<file path="src/rtl/if_fetch.sv">
// Instruction-fetch stage: assembles 32-bit little-endian instructions from
// four byte reads and holds each one in a one-deep valid/stall output slot.
module if_fetch #(
  parameter logic [31:0] RESET_PC = 32'h0000_0000
) (
  input  logic        clk,
  input  logic        rst,
  output logic        mem_req,
  output logic [31:0] mem_addr,
  input  logic [7:0]  mem_rdata,
  input  logic        mem_ack,
  input  logic        stall,
  input  logic        br,
  input  logic [31:0] br_addr,
  output logic        if_valid,
  output logic [31:0] if_pc,
  output logic [31:0] if_inst
);

  typedef enum logic [1:0] {B0 = 2'd0, B1 = 2'd1, B2 = 2'd2, B3 = 2'd3} cnt_e;

  cnt_e        cnt_q, cnt_d;
  logic [31:0] pc_q, pc_d;
  logic [23:0] bytes_q, bytes_d;
  logic        valid_q, valid_d;
  logic [31:0] ifpc_q, ifpc_d;
  logic [31:0] inst_q, inst_d;

  logic consume, slot_free, accept;

  assign consume   = valid_q & ~stall;
  assign slot_free = ~valid_q | consume;
  // Only the last byte waits for the slot, so bytes 0..2 overlap the held output.
  assign mem_req   = ~rst & ~br & ~((cnt_q == B3) & ~slot_free);
  assign mem_addr  = rst ? '0 : pc_q + {30'b0, cnt_q};
  assign accept    = mem_req & mem_ack;

  assign if_valid = valid_q;
  assign if_pc    = ifpc_q;
  assign if_inst  = inst_q;

  always_comb begin
    cnt_d   = cnt_q;
    pc_d    = pc_q;
    bytes_d = bytes_q;
    valid_d = valid_q;
    ifpc_d  = ifpc_q;
    inst_d  = inst_q;
    if (br) begin
      pc_d    = br_addr;
      cnt_d   = B0;
      valid_d = 1'b0;
    end else begin
      if (consume)
        valid_d = 1'b0;
      if (accept) begin
        unique case (cnt_q)
          B0: begin bytes_d[7:0]   = mem_rdata; cnt_d = B1; end
          B1: begin bytes_d[15:8]  = mem_rdata; cnt_d = B2; end
          B2: begin bytes_d[23:16] = mem_rdata; cnt_d = B3; end
          B3: begin
            inst_d  = {mem_rdata, bytes_q};
            ifpc_d  = pc_q;
            valid_d = 1'b1;
            pc_d    = pc_q + 32'd4;
            cnt_d   = B0;
          end
        endcase
      end
    end
  end

  always_ff @(posedge clk) begin
    if (rst) begin
      pc_q    <= RESET_PC;
      cnt_q   <= B0;
      bytes_q <= '0;
      valid_q <= 1'b0;
      ifpc_q  <= '0;
      inst_q  <= '0;
    end else begin
      pc_q    <= pc_d;
      cnt_q   <= cnt_d;
      bytes_q <= bytes_d;
      valid_q <= valid_d;
      ifpc_q  <= ifpc_d;
      inst_q  <= inst_d;
    end
  end

endmodule

</file>
<file path="config.mk">
export PLATFORM = sky130hd
export DESIGN_NAME = if_fetch
export DESIGN_NICKNAME = d
export VERILOG_FILES = /design/src/rtl/if_fetch.sv
export SDC_FILE = /design/constraint.sdc
export NUM_CORES = 1
export LEC_CHECK = 0
export BUFFER_PORTS_ARGS = -buffer_cell sky130_fd_sc_hd__buf_4
export CAP_MARGIN = 40
export CORE_MARGIN = 1.5
export CORE_UTILIZATION = 25
export CTS_CLUSTER_DIAMETER = 150
export CTS_CLUSTER_SIZE = 25
export DETAILED_ROUTE_END_ITERATION = 10
export SETUP_SLACK_MARGIN = 0.15
export SLEW_MARGIN = 20
export SYNTH_ARGS = -nofsm -noshare
export SYNTH_HDL_FRONTEND = slang
export SYNTH_SLANG_ARGS = --single-unit
</file>
<file path="constraint.sdc">
create_clock -name clk -period 3.05 [get_ports clk]
set_input_delay 0.305 -clock clk [delete_from_list [all_inputs] [get_ports clk]]
set_output_delay 0.305 -clock clk [all_outputs]
set_load 0.01 [all_outputs]
</file>
==> flow_summary.ini, run 1 <==
[run_status]
status = completed

[critical_path]
timing.critical_path.slowest_cell_delay_ns = 0.51
rr_worst_depth = 6
endpoint_kind = primary output
cp_slowest_cell = sky130_fd_sc_hd__or4_4
regToRegEndpoint = pc_q[12]
crit-reg2reg-launch = cnt_q[1]
arr_time_crit_path_ns = 2.49
critical_path_peak_fanout = 7
path_class = flop to primary output
crit_chain = ha_4, nand3_4, or3_4, or4_4, xor2_2, nor2_1, buf_4
critical_path_required_ns = 2.74
cpLargestDelayFamily = simple AND/OR/NAND/NOR gates
cp_num_buf_inv = 1
worst-r2r-setup-slack_ns = 0.77
setup.worst_path.start_class = flop

[routing]
wirelength_mm = 18.4
post-route-drc-count = 0
final_antenna_net_count = 0
dr.pass1.iters = 5
routedWlPerCell_um = 15.4
route.detailed.vias_per_inst = 4.66
dr_total_vias = 5571
drtIter0Drc = 381

[clock_network]
worstSkewPairLatency_ns = 0.43
clkTransAtPathRegs_ns = 0.06
number_of_h_tree_branching_levels = 4
cts_tree = yes
clk_root_buffer_cell = sky130_fd_sc_hd__clkbuf_16
cts_num_sinks = 123
ctsHoldBuffers = 0
clk_path_buf_depth = 2
cts_inserted_buffers = 17

[synthesis]
synth-simple-area-share_pct = 27.6
register_bit_count_reported_by_yosys = 123
synth_xor_area_share_pct = 7.51
syn_area_per_cell_um2 = 7.75
synthesized_area_fraction_occupied_by_ao_oa_aoi_and_oai_cells_pct = 14.1
netlist_area_um2 = 5830
synth.area.top_cells = sky130_fd_sc_hd__dfxtp_1 42%, sky130_fd_sc_hd__nand2_1 12%, sky130_fd_sc_hd__a21oi_1 8.6%
synth_cell_types = 51
yosysSeqAreaShare_pct = 42.2
combinational_family_with_the_most_area_after_synthesis = simple AND/OR/NAND/NOR gates
synth_nets = 806
muxShareOfSynthArea_pct = 0.537
synth_top_flop_cell = sky130_fd_sc_hd__dfxtp_1
synth_edf_count = 0
synth_most_common_cell = sky130_fd_sc_hd__nand2_1
yosys_warns = 0
adder_cell_fraction_of_synth_area_pct = 2.06
synth_top_cell_by_area = sky130_fd_sc_hd__dfxtp_1
post_synth_inst_count = 752
synth_top_area_share_pct = 42.2
asyncSetResetFlopFracSynth_pct = 0
synth.top_cells.by_count = 184 x sky130_fd_sc_hd__nand2_1, 123 x sky130_fd_sc_hd__dfxtp_1, 100 x sky130_fd_sc_hd__a21oi_1

[global_routing]
first_global_vias = 5211
grt_overflow_total = 0
grt_first_pass_wirelength_mm = 28.4
antenna_found_initial = 0
largest_net_degree_at_the_start_of_global_routing = 54
grt_use_total_pct = 15.1

[floorplan]
ios = 143
fp.dieH_um = 156
die_width_um = 156
floorplan.die_area_um2 = 24200
rows = 55
initial_core_util_pct = 25.6
core_um2 = 22800

[timing]
timing.slew.headroom_pct = 60.3
period_needed_ns = 2.80
report.final.hold_viol_count = 0
clock_skew_ns = 0.00880
setup_viol = 0
final_max_slew_viol_count = 0
layout_worst_path_cycle_share_pct = 91.7
highest_clock_rate_ghz = 0.357
totalNegativeSetupSlack_ns = 0
slew_of_the_pin_with_the_lowest_slew_margin_ns = 0.591
setup_repair_after_global_routing_missed_its_margin = false

[pwr]
final_total_power_mw = 4.09
internal_power_mw = 3.06
power.switching_fraction_pct = 25.1
ir_drop_worst_vdd_mv = 0.311
power.static_leakage_nw = 2.81
power_density_nw_per_um2 = 522
net-switching-power_mw = 1.03
seqPwrFrac_pct = 41.6
power.combinational.fraction_pct = 6.6
clock_network_fraction_of_total_power_pct = 51.8

[layout]
fin_area_um2 = 7830
finalNetCount = 923
drive_gt1_share_pct = 25.3
insertedDiodeCount = 0
n_fill_cell = 2447
syn_to_final_growth_pct = 34.4

[placement]
portBuffers = 142
place_congestion = 0.788
dpl-instance-area_um2 = 7100
total_half_perimeter_wirelength_after_legalization_and_detailed_placement_mm = 13.0

[flow_run]
max_cap_violation_count = 0

[worst_hold_path]
min_delay_path_depth = 3
hp-start = br_addr[15]
min_to = pc_q[15]
holdCritPathClass = input port to flop
worst max-delay path by stage:
stage	start	end	cells past startpoint
2_1_floorplan	cnt_q[0]	mem_addr[18]	7
3_3_place_gp	pc_q[2]	mem_addr[22]	7
3_5_place_dp	pc_q[2]	mem_addr[22]	7
4_1_cts	pc_q[3]	mem_addr[22]	7
5_1_grt	cnt_q[0]	mem_addr[28]	9
6_report	pc_q[3]	mem_addr[22]	7
power groups by stage:
| stage | clock, mW | combinational (mW) | sequential (mW) |
|---|---|---|---|
| 3_5_place_dp | 0 | 0.268 | 1.73 |
| 2_1_floorplan | 0 | 0.182 | 1.70 |
| 5_1_grt | 2.24 | 0.295 | 1.71 |
| 6_report | 2.12 | 0.269 | 1.70 |
| 4_1_cts | 2.16 | 0.270 | 1.70 |
| 3_3_place_gp | 0 | 0.267 | 1.73 |
cells in the final DEF, fill, tap and decap left out, drive strengths merged, types with 3 or more instances in the layout:
cell and instances:
o22ai 4, nor2 58, a21oi 100, nand4 14, dfxtp 123, or3 6
nand3 40, and4 7, xnor2 33, and3 4, clkinvlp 4, clkinv 6
nor3 18, ha 8, a211oi 20, xor2 17, nor4 10, nor2b 4
o21ai 8, inv 7, nand2 185, o21a 3, and2 5, bufinv 3
buf 161, clkbuf 17
metal layers:
metal / global-route usage (%) / vias to the layer above / share of wire [%]
li1: - / 2776 / -
met1: 20.7 / 2592 / 48
met2: 22.7 / 173 / 44
met3: 3.89 / 30 / 5.8
met4: 5.80 / 0 / 2.3
met5: 0 / - / 0
metrics by stage:
stage	setup WS [ns]	cells	utilization (%)	hold WS, ns
3_5_place_dp	0.476	1159	31.2	0.446
6_report	0.252	1195	34.4	0.136
5_1_grt	0.113	1195	34.4	0.131
2_1_floorplan	0.667	752	-	0.432
4_1_cts	0.170	1191	33.9	0.122
3_3_place_gp	0.493	1159	31.2	0.440
worst reg2reg max path: stages (launching register included):
cell and delay (ns):
sky130_fd_sc_hd__dfxtp_1 0.47, sky130_fd_sc_hd__ha_1 0.22, sky130_fd_sc_hd__a21boi_1 0.47, sky130_fd_sc_hd__and2_1 0.45
sky130_fd_sc_hd__nand4_1 0.16, sky130_fd_sc_hd__xor2_1 0.17, sky130_fd_sc_hd__a211oi_1 0.25
layout make-up:
type | instances | area (um^2) | area share (%)
well taps | 313 | 392 | 5.00
flip-flops and latches | 123 | 2470 | 31.6
inverters | 5 | 22.5 | 0.287
clock inverters | 15 | 191 | 2.44
clock buffers | 17 | 425 | 5.43
multi-input cells | 561 | 3080 | 39.3
repair buffers | 161 | 1250 | 15.9
cells by family (layout without fill, tap and decap cells):
logic type      count (synthesis)  after routing
xor+xnor                       50             50
compound gates                145            145
fa+ha+maj                       9              9
flops                         123            123
mux                             3              3
buf+inv                        68            198
simple gates                  354            354
flip-flops by register name, indices dropped and copies added, names as in the netlist:
| name | count |
|---|---|
| if_inst | 32 |
| cnt_q | 2 |
| pc_q | 32 |
| if_pc | 32 |
| if_valid | 1 |
| bytes_q | 24 |
timing repair:
action                                  in CTS  in global routing
hold endpoints to repair                     0                  0
pin swaps                                    0                  3
setup buffers                                0                  4
endpoints found under the setup margin       2                  5
gates resized for setup                      7                 13
Power figures use the tool's default switching activity.
==> inputs of run 2 (changes only) <==
--- a/config.mk
+++ b/config.mk
@@ -14,2 +14,3 @@
 export DETAILED_ROUTE_END_ITERATION = 10
+export GPL_TIMING_DRIVEN = 0
 export SETUP_SLACK_MARGIN = 0.15
==> constraint.sdc (replaced) <==
create_clock -name clk -period 3.05 [get_ports clk]
set_input_delay 0.1525 -clock clk [delete_from_list [all_inputs] [get_ports clk]]
set_output_delay 0.1525 -clock clk [all_outputs]
set_load 0.01 [all_outputs]
==> run 2 against run 1 <==
Against the previous run:
- via count increased by 5.0%
- non-clock buffer count up 58
- final area is 2.5% higher
- worst setup slack got worse by 0.034 ns
- core utilization rose by 0.85 points
- sequential share of layout area shrank 0.88 points
- hold slack got worse by 0.12 ns
- sequential power about the same
- cell count rose by 4.9%
- clock skew shrank 0.0017 ns
- count of clock-buffer cells in the layout did not move
- power is 1.9% lower
==> flow_summary.ini, run 2 (synthesis gave the netlist of run 1 again) <==
[clock_network]
cts_num_sinks = 123
clk_root_buffer_cell = sky130_fd_sc_hd__clkbuf_16
cts_inserted_buffers = 17
cts_tree = yes
worstSkewPairLatency_ns = 0.43
number_of_h_tree_branching_levels = 4
clk_path_buf_depth = 2
clkTransAtPathRegs_ns = 0.06

[timing]
clock_skew_ns = 0.00714
slew_of_the_pin_with_the_lowest_slew_margin_ns = 0.727
highest_clock_rate_ghz = 0.353
setup_viol = 0
report.final.hold_viol_count = 0
setup_repair_after_global_routing_missed_its_margin = false
timing.slew.headroom_pct = 51.5
period_needed_ns = 2.83
final_max_slew_viol_count = 0
layout_worst_path_cycle_share_pct = 92.9

[placement]
place_inst = 1208
portBuffers = 142
place_congestion = 0.858
dpl-instance-area_um2 = 7300
total_half_perimeter_wirelength_after_legalization_and_detailed_placement_mm = 15.0

[global_routing]
grt_overflow_total = 0
largest_net_degree_at_the_start_of_global_routing = 17
first_global_vias = 5767
grt_use_total_pct = 16.8
grt_first_pass_wirelength_mm = 31.1
antenna_found_initial = 0

[layout]
multi_input_comb_area_um2 = 3040
finalNetCount = 981
most_common_library_cell_in_the_layout_ignoring_fill_and_taps = sky130_fd_sc_hd__nand2_1
syn_to_final_growth_pct = 37.7
final_cell_count_no_fill = 1253
fin_area_um2 = 8030
insertedDiodeCount = 0
n_fill_cell = 2455
mostFrequentLayoutCells = 184 x sky130_fd_sc_hd__nand2_1, 149 x sky130_fd_sc_hd__buf_4, 121 x sky130_fd_sc_hd__dfxtp_1, 100 x sky130_fd_sc_hd__a21oi_1, 57 x sky130_fd_sc_hd__nor2_1
drive_gt1_share_pct = 23.4
seq_area_um2 = 2460

[floorplan]
floorplan.die_area_um2 = 24200
core_um2 = 22800
fp.dieH_um = 156
initial_core_util_pct = 25.6
die_width_um = 156
rows = 55
ios = 143

[routing]
wirelength_mm = 20.0
drtIter0Drc = 346
post-route-drc-count = 0
dr.pass1.iters = 5
final_antenna_net_count = 0
route.detailed.vias_per_inst = 4.67
routedWlPerCell_um = 16.0
dr_total_vias = 5847

[critical_path]
crit_start = cnt_q[0]
critical_path_required_ns = 2.90
worst_setup_path_endpoint = mem_addr[10]
regToRegEndpoint = if_pc[13]
rr_worst_depth = 7
setup.worst_path.start_class = flop
worst-r2r-setup-slack_ns = 0.32
endpoint_kind = primary output
crit-reg2reg-launch = cnt_q[1]
arr_time_crit_path_ns = 2.68
path_class = flop to primary output
critical_path_peak_fanout = 7

[pwr]
ir_drop_worst_vdd_mv = 0.230
power.static_leakage_nw = 2.95
power_density_nw_per_um2 = 500
final_total_power_mw = 4.01

[run_status]
status = completed

[worst_hold_path]
holdCritPathClass = input port to flop

[flow_run]
max_cap_violation_count = 0
-- run 2: cell count changes in the layout (fill, tap and decap cells not counted), moves of 3 or more --
| cell | before | now |
|---|---|---|
| sky130_fd_sc_hd__buf_2 | 0 | 11 |
| sky130_fd_sc_hd__clkbuf_1 | 0 | 36 |
| sky130_fd_sc_hd__dlygate4sd3_1 | 0 | 11 |
| sky130_fd_sc_hd__buf_6 | 0 | 7 |
| sky130_fd_sc_hd__dfxtp_2 | 7 | 2 |
| sky130_fd_sc_hd__buf_4 | 158 | 149 |
| sky130_fd_sc_hd__clkinv_4 | 6 | 3 |
| sky130_fd_sc_hd__inv_6 | 3 | 8 |
| sky130_fd_sc_hd__buf_12 | 3 | 0 |
| sky130_fd_sc_hd__dfxtp_1 | 115 | 121 |
-- run 2: area by class of cell --
type	count	area share, %
Buffer	63	4.13
Clock buffer	17	5.30
Clock inverter	15	1.90
Inverter	5	0.281
Multi-Input combinational cell	561	37.9
Sequential cell	123	30.7
Tap cell	313	4.88
Timing Repair Buffer	156	14.9
-- run 2: routing by layer --
layer	part of all wire [%]	vias to the layer above	global-route usage, %	routed length (um)
met2	44	200	26.2	8900
met1	45	2708	22.1	9070
li1	-	2903	-	-
met4	3.1	0	7.53	620
met5	0	-	0	0
met3	7.1	36	3.81	1420
-- run 2: critical path: stages, from the launching register on --
cell and delay (ns):
sky130_fd_sc_hd__dfxtp_2 0.38, sky130_fd_sc_hd__ha_2 0.23, sky130_fd_sc_hd__fa_2 0.28, sky130_fd_sc_hd__clkinvlp_4 0.24, sky130_fd_sc_hd__nor4_4 0.32, sky130_fd_sc_hd__buf_4 0.17
sky130_fd_sc_hd__nor2_1 0.04, sky130_fd_sc_hd__a311oi_1 0.39, sky130_fd_sc_hd__buf_4 0.20
-- run 2: power breakdown --
group          switching [mW]  internal [mW]  leakage (nW)
clock network           0.849           1.15         0.279
logic                   0.188          0.152          1.67
registers              0.0350           1.64         0.999
total                    1.07           2.94          2.95
-- run 2: worst min path at each step --
stage	start	to	slack [ns]	cells after the start
floorplan	mem_rdata[0]	if_inst[24]	0.29	2
global placement	br_addr[0]	pc_q[0]	0.41	3
finish	br_addr[20]	pc_q[20]	0.01	3
CTS	br_addr[23]	pc_q[23]	0.001	3
detailed placement	br_addr[1]	pc_q[1]	0.41	3
global route	br_addr[2]	pc_q[2]	0.01	3
-- run 2: repair_timing --
item,4_1_cts,5_1_grt
endpoints found under the hold margin,11,0
hold buffers,11,0
resized for setup,2,5
endpoints found under the setup margin,8,7
buffers inserted,0,2
pin swaps,1,1
-- run 2: metrics by stage --
stage | util, % | hold WS (ns) | setup slack (ns) | TNS, ns
2_1_floorplan | - | 0.288 | 0.820 | 0
3_3_place_gp | 32.0 | 0.408 | -0.121 | -0.192
3_5_place_dp | 32.1 | 0.414 | 0.284 | 0
4_1_cts | 35.1 | 0.00104 | 0.141 | 0
5_1_grt | 35.2 | 0.0129 | 0.168 | 0
6_report | 35.2 | 0.0117 | 0.217 | 0
